## src/rtl/row_write_scheduler.sv

```systemverilog
// Per-cycle round-robin write scheduler for one BRAM/DFU row: NUM_MUL lanes compete for NUM_WR write ports.
// Optional macro ROW_WRITE_COALESCE_EN also grants same-index candidates alongside each port winner.
module row_write_scheduler #(
    parameter int NUM_MUL     = 4,
    parameter int NUM_WR      = 8,
    parameter int PORT_WIDTH  = 3,
    parameter int INDEX_WIDTH = 12
) (
    input  logic                          clk,
    input  logic                          reset,
    input  logic                          hold,
    input  logic [NUM_MUL-1:0]            req_valid,
    input  logic [NUM_MUL*INDEX_WIDTH-1:0] req_index,
    input  logic [NUM_MUL*PORT_WIDTH-1:0] req_port,
    output logic [NUM_MUL-1:0]            req_ready,
    output logic [NUM_WR*NUM_MUL-1:0]     arbiter_result,
    output logic [NUM_WR-1:0]             write_reg_0_valid,
    output logic [NUM_WR*INDEX_WIDTH-1:0] write_reg_0_index,
    output logic [15:0]                   grant_count
);
    localparam int PTR_W = (NUM_MUL > 1) ? $clog2(NUM_MUL) : 1;

    // Handshake: lane m's request is consumed at the rising edge where req_valid[m] && req_ready[m];
    // req_ready is combinational and never asserts while hold is high.

    logic [NUM_MUL-1:0][INDEX_WIDTH-1:0] lane_idx;
    logic [NUM_MUL-1:0][PORT_WIDTH-1:0]  lane_port;
    logic [NUM_WR-1:0][NUM_MUL-1:0]      cand;
    logic [NUM_WR-1:0][NUM_MUL-1:0]      grant;
    logic [NUM_WR-1:0]                   win_found;
    logic [NUM_WR-1:0][PTR_W-1:0]        win_lane;
    logic [NUM_WR-1:0][INDEX_WIDTH-1:0]  win_index;

    logic [NUM_WR-1:0][PTR_W-1:0]        ptr_q, ptr_d;
    logic [NUM_WR-1:0][NUM_MUL-1:0]      arb_q, arb_d;
    logic [NUM_WR-1:0]                   val_q, val_d;
    logic [NUM_WR-1:0][INDEX_WIDTH-1:0]  idx_q, idx_d;
    logic [15:0]                         cnt_q, cnt_d;
    logic [16:0]                         cnt_sum;

    assign lane_idx  = req_index;
    assign lane_port = req_port;

    // Ports outside 0..NUM_WR-1 match no w, so such lanes are simply never candidates.
    always_comb begin
        cand = '0;
        for (int w = 0; w < NUM_WR; w++) begin
            for (int m = 0; m < NUM_MUL; m++) begin
                cand[w][m] = req_valid[m] && (lane_port[m] == PORT_WIDTH'(w));
            end
        end
    end

    always_comb begin
        grant     = '0;
        win_found = '0;
        win_lane  = '0;
        win_index = '0;
        for (int w = 0; w < NUM_WR; w++) begin
            for (int k = 0; k < NUM_MUL; k++) begin
                logic [PTR_W-1:0] lane;
                lane = PTR_W'((int'(ptr_q[w]) + k) % NUM_MUL);
                if (!win_found[w] && cand[w][lane]) begin
                    win_found[w] = 1'b1;
                    win_lane[w]  = lane;
                    win_index[w] = lane_idx[lane];
                end
            end
            if (!hold) begin
`ifdef ROW_WRITE_COALESCE_EN
                for (int m = 0; m < NUM_MUL; m++) begin
                    if (win_found[w] && cand[w][m] && (lane_idx[m] == win_index[w]))
                        grant[w][m] = 1'b1;
                end
`else
                if (win_found[w])
                    grant[w][win_lane[w]] = 1'b1;
`endif
            end
        end
    end

    always_comb begin
        req_ready = '0;
        for (int w = 0; w < NUM_WR; w++) begin
            req_ready = req_ready | grant[w];
        end
    end

    // The pointer advances past the round-robin winner only, even when extra lanes were coalesced.
    always_comb begin
        ptr_d   = ptr_q;
        arb_d   = grant;
        val_d   = '0;
        idx_d   = '0;
        cnt_sum = {1'b0, cnt_q};
        for (int w = 0; w < NUM_WR; w++) begin
            val_d[w] = |grant[w];
            if (val_d[w]) begin
                idx_d[w] = win_index[w];
                ptr_d[w] = PTR_W'((int'(win_lane[w]) + 1) % NUM_MUL);
            end
            for (int m = 0; m < NUM_MUL; m++) begin
                cnt_sum = cnt_sum + 17'(grant[w][m]);
            end
        end
        cnt_d = cnt_sum[16] ? 16'hFFFF : cnt_sum[15:0];
    end

    always_ff @(posedge clk or negedge reset) begin
        if (!reset) begin
            ptr_q <= '0;
            arb_q <= '0;
            val_q <= '0;
            idx_q <= '0;
            cnt_q <= '0;
        end else begin
            ptr_q <= ptr_d;
            arb_q <= arb_d;
            val_q <= val_d;
            idx_q <= idx_d;
            cnt_q <= cnt_d;
        end
    end

    assign arbiter_result    = arb_q;
    assign write_reg_0_valid = val_q;
    assign write_reg_0_index = idx_q;
    assign grant_count       = cnt_q;

endmodule

```

## config.mk

```make
export PLATFORM = sky130hd
export DESIGN_NAME = row_write_scheduler
export DESIGN_NICKNAME = d
export VERILOG_FILES = /design/src/rtl/row_write_scheduler.sv
export SDC_FILE = /design/constraint.sdc
export NUM_CORES = 1
export LEC_CHECK = 0
export ABC_AREA = 1
export BUFFER_PORTS_ARGS = -buffer_cell sky130_fd_sc_hd__buf_4
export CAP_MARGIN = 10
export CORE_MARGIN = 10
export CORE_UTILIZATION = 31
export DETAILED_ROUTE_END_ITERATION = 8
export HOLD_SLACK_MARGIN = 0.1
export RECOVER_POWER = 100
export SETUP_SLACK_MARGIN = 0.4
export SLEW_MARGIN = 30
export SYNTH_ARGS = -nofsm -noshare
export SYNTH_HDL_FRONTEND = slang
export SYNTH_SLANG_ARGS = --single-unit
```

## constraint.sdc

```tcl
create_clock -name clk -period 9.3 [get_ports clk]
set_clock_uncertainty 0.2 [all_clocks]
set_input_delay 1.86 -clock clk [delete_from_list [all_inputs] [get_ports clk]]
set_output_delay 1.86 -clock clk [all_outputs]
set_load 0.02 [all_outputs]
```

Word-level counts from Yosys, hierarchy flattened:

Cells that the tools add are included.

* flip-flop bits (word level): 168
* input bits: 67
* output and inout port bits: 156

* $add $sub $neg: 64
* order comparisons: 48
* eq/ne operators: 28
* muxes and demuxes: 265
* bitwise logic cells: 7
* reduce and logical (&&, ||, !) cells: 100

Operators by type and width (count)
* $mux 12: 72
* $bmux 12 s2: 32
* $add 17x1->17: 31
* $lt 2x3->1 const B: 40
* $mux 1: 72
* $bmux 1 s2: 32
* $logic_and 1x1->1: 64
* $mux 2: 32
* $mux 4: 16
* $eq 3x3->1 const B: 16
* $add 2x1->2 const B: 16
* $add 2x2->2 const B: 16
* $reduce_or 4->1: 8
* $or 4x4->4: 7
* $eq 3x2->1 const B: 8
* $logic_not 1->1: 24
* $add 16x1->17: 1
* $demux 1 s2: 8
* $ge 2x1->1 const B: 8
* $mux 16: 1
* $eq 3x1->1 const B: 4
* $logic_not 3->1: 4

Longest topological paths before layout:

* depth in word-level cells: 53
* depth in mapped cells: 37
* gate-level depth less buffers: 37

Worst setup path after synthesis:

OpenSTA, ideal clock, no wires.

* kind: input -> register
* start: in req_port[8]
* end: reg cnt_q[12], in the netlist grant_count[12]
* setup time: 0.120 ns
* data arrival time: 8.018 ns
* setup slack: 0.962 ns
* cell stages on the path: 35
* path through: inv_1 -> nand2_1 -> inv_1 -> nand3_1 -> nand3_1 -> nand2_1 -> nand2_2 -> nor2_2 -> nand2_2 -> o21ai_0 -> inv_1 -> ha_1 -> inv_1 -> nor2_1 -> nand2_1 -> inv_1 -> fa_1 -> inv_1 -> fa_1 -> fa_1 -> fa_1 -> fa_1 -> inv_1 -> fa_1 -> fa_1 -> inv_1 -> fa_1 -> o21ai_0 -> nand3_1 -> nand2_1 -> inv_1 -> nor3_1 -> nand3_1 -> o21ai_0 -> inv_1

RTL lines
* start: declaration: line 14 `input logic [NUM_MUL*PORT_WIDTH-1:0] req_port,`
* end signal: assignment: line 122 `cnt_q <= cnt_d;`
* end: declaration: line 38 `logic [15:0] cnt_q, cnt_d;`

Worst setup path in the final report:

* start: in req_valid[1]
* end: reg cnt_q[11], in the netlist grant_count[11]

* longest elaborated chain between the ends: 52
* elaborated cells between the ends (all ways): 273
* those cells by class: add/sub (32); order compare (16); mux (161); reduce/logical (64)

Ends and longest elaborated chain
* start: declaration: line 12 `input logic [NUM_MUL-1:0] req_valid,`
* $logic_and 1x1->1: line 49 `cand[w][m] = req_valid[m] && (lane_port[m] == PORT_WIDTH'(w));`
* $bmux 1 s2: line 63 `if (!win_found[w] && cand[w][lane]) begin`
* $mux 1 (not written as such): line 63
* $mux 1: line 63
* $logic_not 1->1: line 63
* $logic_and 1x1->1: line 63
* $mux 1: line 63
* $logic_not 1->1: line 63
* (+8 left out)
* $demux 1 s2: line 77 `grant[w][win_lane[w]] = 1'b1;`
* $mux 4: line 76 `if (win_found[w])`
* $mux 4: line 69 `if (!hold) begin`
* $add 16x1->17: line 104 `cnt_sum = cnt_sum + 17'(grant[w][m]);`
* $add 17x1->17 (30 in series): line 104
* $add 17x1->17 *: line 104
* $mux 16 *: line 107 `cnt_d = cnt_sum[16] ? 16'hFFFF : cnt_sum[15:0];`
* via cnt_d[11]: line 38

Mark *: on every way through the listed nets, which the timed path passes. The rest lies on a longest branch. The select of a mux whose other input is x is not followed.
A chain may end at the register's enable or synchronous reset.

==> impl_metrics.yaml <==
floorplan:
  core_mm2: 0.0672
  die_w_um: 280
  die_h_um: 280
  dieArea_mm2: 0.0786
  initial_core_util_pct: 31.3
  rows: 95
  ios: 223
clocking:
  clockBufferDepth: 2
  insertion_delay_ps: 520
  postCtsSetupRepairBufs: 0
  cts_resized: 0
  clk_pin_slew_ps: 80
  root_buffer: "clkbuf_16"
  htree_levels: 4
  cts_buffers: 17
  cts-hold-fix-buffers: 0
  cts_tree: "built"
  clock_sinks: 168
worst_setup_path:
  cp_data_arrival_time_ps: 8830
  crit_path_top_delay_cell: "fa_1"
  cpPeakStageDelay_ps: 620
  cp_num_buf_inv: 4
  worstPathRequired_ps: 9530
  cp-start-kind: "primary input"
  path_max_fanout: 15
  worst-setup-path-type: "primary input to flip-flop"
  path_delay_family: "adder cells"
  end_kind: "flip-flop"
  cpMostUsedCell: "fa_1"
logic_synthesis:
  yosys.area_share.simple_pct: 40.0
  syn_area_mm2: 0.0210
  ys.flop_type: "dfrtp_1"
  netlist.top_cell.by_area: "nand2_1"
  syn_nets: 3866
  synth_area_leaders: "nand2_1, dfrtp_1, o21ai_0, nand3_1, inv_1"
  yosys_register_bits: 168
  ys_seq_area_share_pct: 20.0
  muxShareOfSynthArea_pct: 1.33
  synth_compound_area_share_pct: 21.2
  yosysMostFrequentCell: "nand2_1"
  synth_cell_types: 48
  syn_avg_cell_area_um2: 5.64
  synth_edf_count: 0
  ys_warn_count: 0
  netlist_top_cells_count: "nand2_1, o21ai_0, inv_1"
  synth_top_family_by_area: "simple AND/OR/NAND/NOR gates"
  synth_top_area_share_pct: 25.3
  synthArstFlopShare_pct: 100
  synth_fa_ha_area_share_pct: 5.28
  postSynthCellCount: 3726
  synth_xor_area_share_pct: 0.929
global_route:
  grt_max_degree: 105
  grt_pass1_wl_um: 138000
  overflow: 0
  first_global_vias: 21500
  grtUsageTotal_pct: 23.2
  antenna_found_initial: 7
timing:
  period_needed_ps: 8600
  period_share_pct: 92.5
  setup_viol: 0
  drv_slew: 168
  tightest_slew_ps: 3450
  hold_violations: 0
  maxSlewHeadroom_pct: -130
  fmax_mhz: 116
  setup_tns_ps: 0
  rsz0062_at_grt: "false"
drt:
  route.met2.wl_um: 39400
  drt_iter0_drc: 2963
  top_layer: "met5"
  wl_per_cell_um: 20.0
  wirelength_um: 93100
  drcViolationCount: 0
  wl_met3_um: 9730
  ant_nets: 0
  drt_pass1_iterations: 7
  viasPerCell: 5.22
  wl_met1_um: 40500
  vias: 24300
status:
  status: "finished, violations left"
  violations: "capacitance limit, slew limit"
hold_path:
  hold_path_class: "flip-flop to flip-flop"
place:
  port_buffers: 222
  dp_hpwl_um: 65300
  gp_congestion: 0.950
finish:
  drive_gt1_share_pct: 6.86
  final_util_pct: 34.4
  area_delta_synth_final_pct: 10.0
  nets: 3905
job:
  cap_violations: 4
routing by layer:
layer | track usage (%) | up-vias
met5 | 0 | -
met4 | 8.90 | 6
met1 | 31.4 | 10900
li1 | - | 12100
met3 | 5.68 | 179
met2 | 34.8 | 1121
worst min-delay path, delay by kind of cell (launching register included):
kind,cells,cell delay (ps)
flip-flops,1,400
AND/OR/NAND/NOR,2,140
per-stage QoR:
| stage | hold WS [ps] | std cells | setup WS (ps) | instance area [um2] |
|---|---|---|---|---|
| finish | 367 | 4655 | 699 | 23100 |
| global route | 390 | 4650 | 230 | 23100 |
| CTS | 366 | 4649 | 775 | 23800 |
| detailed placement | 344 | 4618 | 186 | 23100 |
| global placement | 348 | 4618 | 404 | 23100 |
| floorplan | 429 | 3726 | 962 | 21000 |
path summary, 6_finish.rpt:
| path | start | end | slack (ps) | cells past startpoint |
|---|---|---|---|---|
| worst max-delay path | req_valid[1] | grant_count[11] | 700 | 28 |
| worst min-delay path | grant_count[15] | grant_count[15] | 370 | 2 |
| worst max register to register | ptr_q[8] | grant_count[11] | 1390 | 31 |
| worst min register to register | grant_count[15] | grant_count[15] | 370 | 2 |
| max in group asynchronous | reset | ptr_q[14] | 1800 | 3 |
| min in group asynchronous | reset | grant_count[14] | 2300 | 1 |
layout make-up:
| type | instances | area (um2) |
|---|---|---|
| well taps | 873 | 1090 |
| clock inverters | 14 | 208 |
| diodes | 5 | 12.5 |
| flip-flops and latches | 168 | 4210 |
| repair buffers | 305 | 1650 |
| clock buffers | 17 | 425 |
| inverters | 284 | 1070 |
| multi-input cells | 2989 | 14400 |
| fillers | 7537 | 44000 |
cell usage in the layout, fill, tap and decap left out, drive strengths merged, types with 9 or more instances in the layout:
| cell | count |
|---|---|
| nor2 | 228 |
| o211ai | 16 |
| ha | 47 |
| o21ai | 797 |
| nand3b | 33 |
| or2 | 9 |
| inv | 283 |
| dfrtp | 168 |
| xnor2 | 9 |
| clkinv | 13 |
| buf | 134 |
| mux2i | 28 |
| nand4 | 63 |
| fa | 26 |
| nand2 | 1433 |
| nand3 | 243 |
| clkbuf | 188 |
| a21oi | 29 |
sequential cells by signal, summed over array words and instances (netlist names):
name	cells
write_reg_0_index	96
arbiter_result	32
grant_count	16
ptr_q	16
write_reg_0_valid	8
cells by family after synthesis:
| kind of cell | after synthesis |
|---|---|
| adders and majority gates | 73 |
| xor gates and xnor gates | 15 |
| muxes | 28 |
| buffers and inverters | 569 |
| DFF | 168 |
| AOI/OAI and AO/OA | 860 |
| and+or+nand+nor | 2013 |
Power is not shown: default switching activity piles up to over one toggle a cycle in this logic, so the estimate is an artifact.
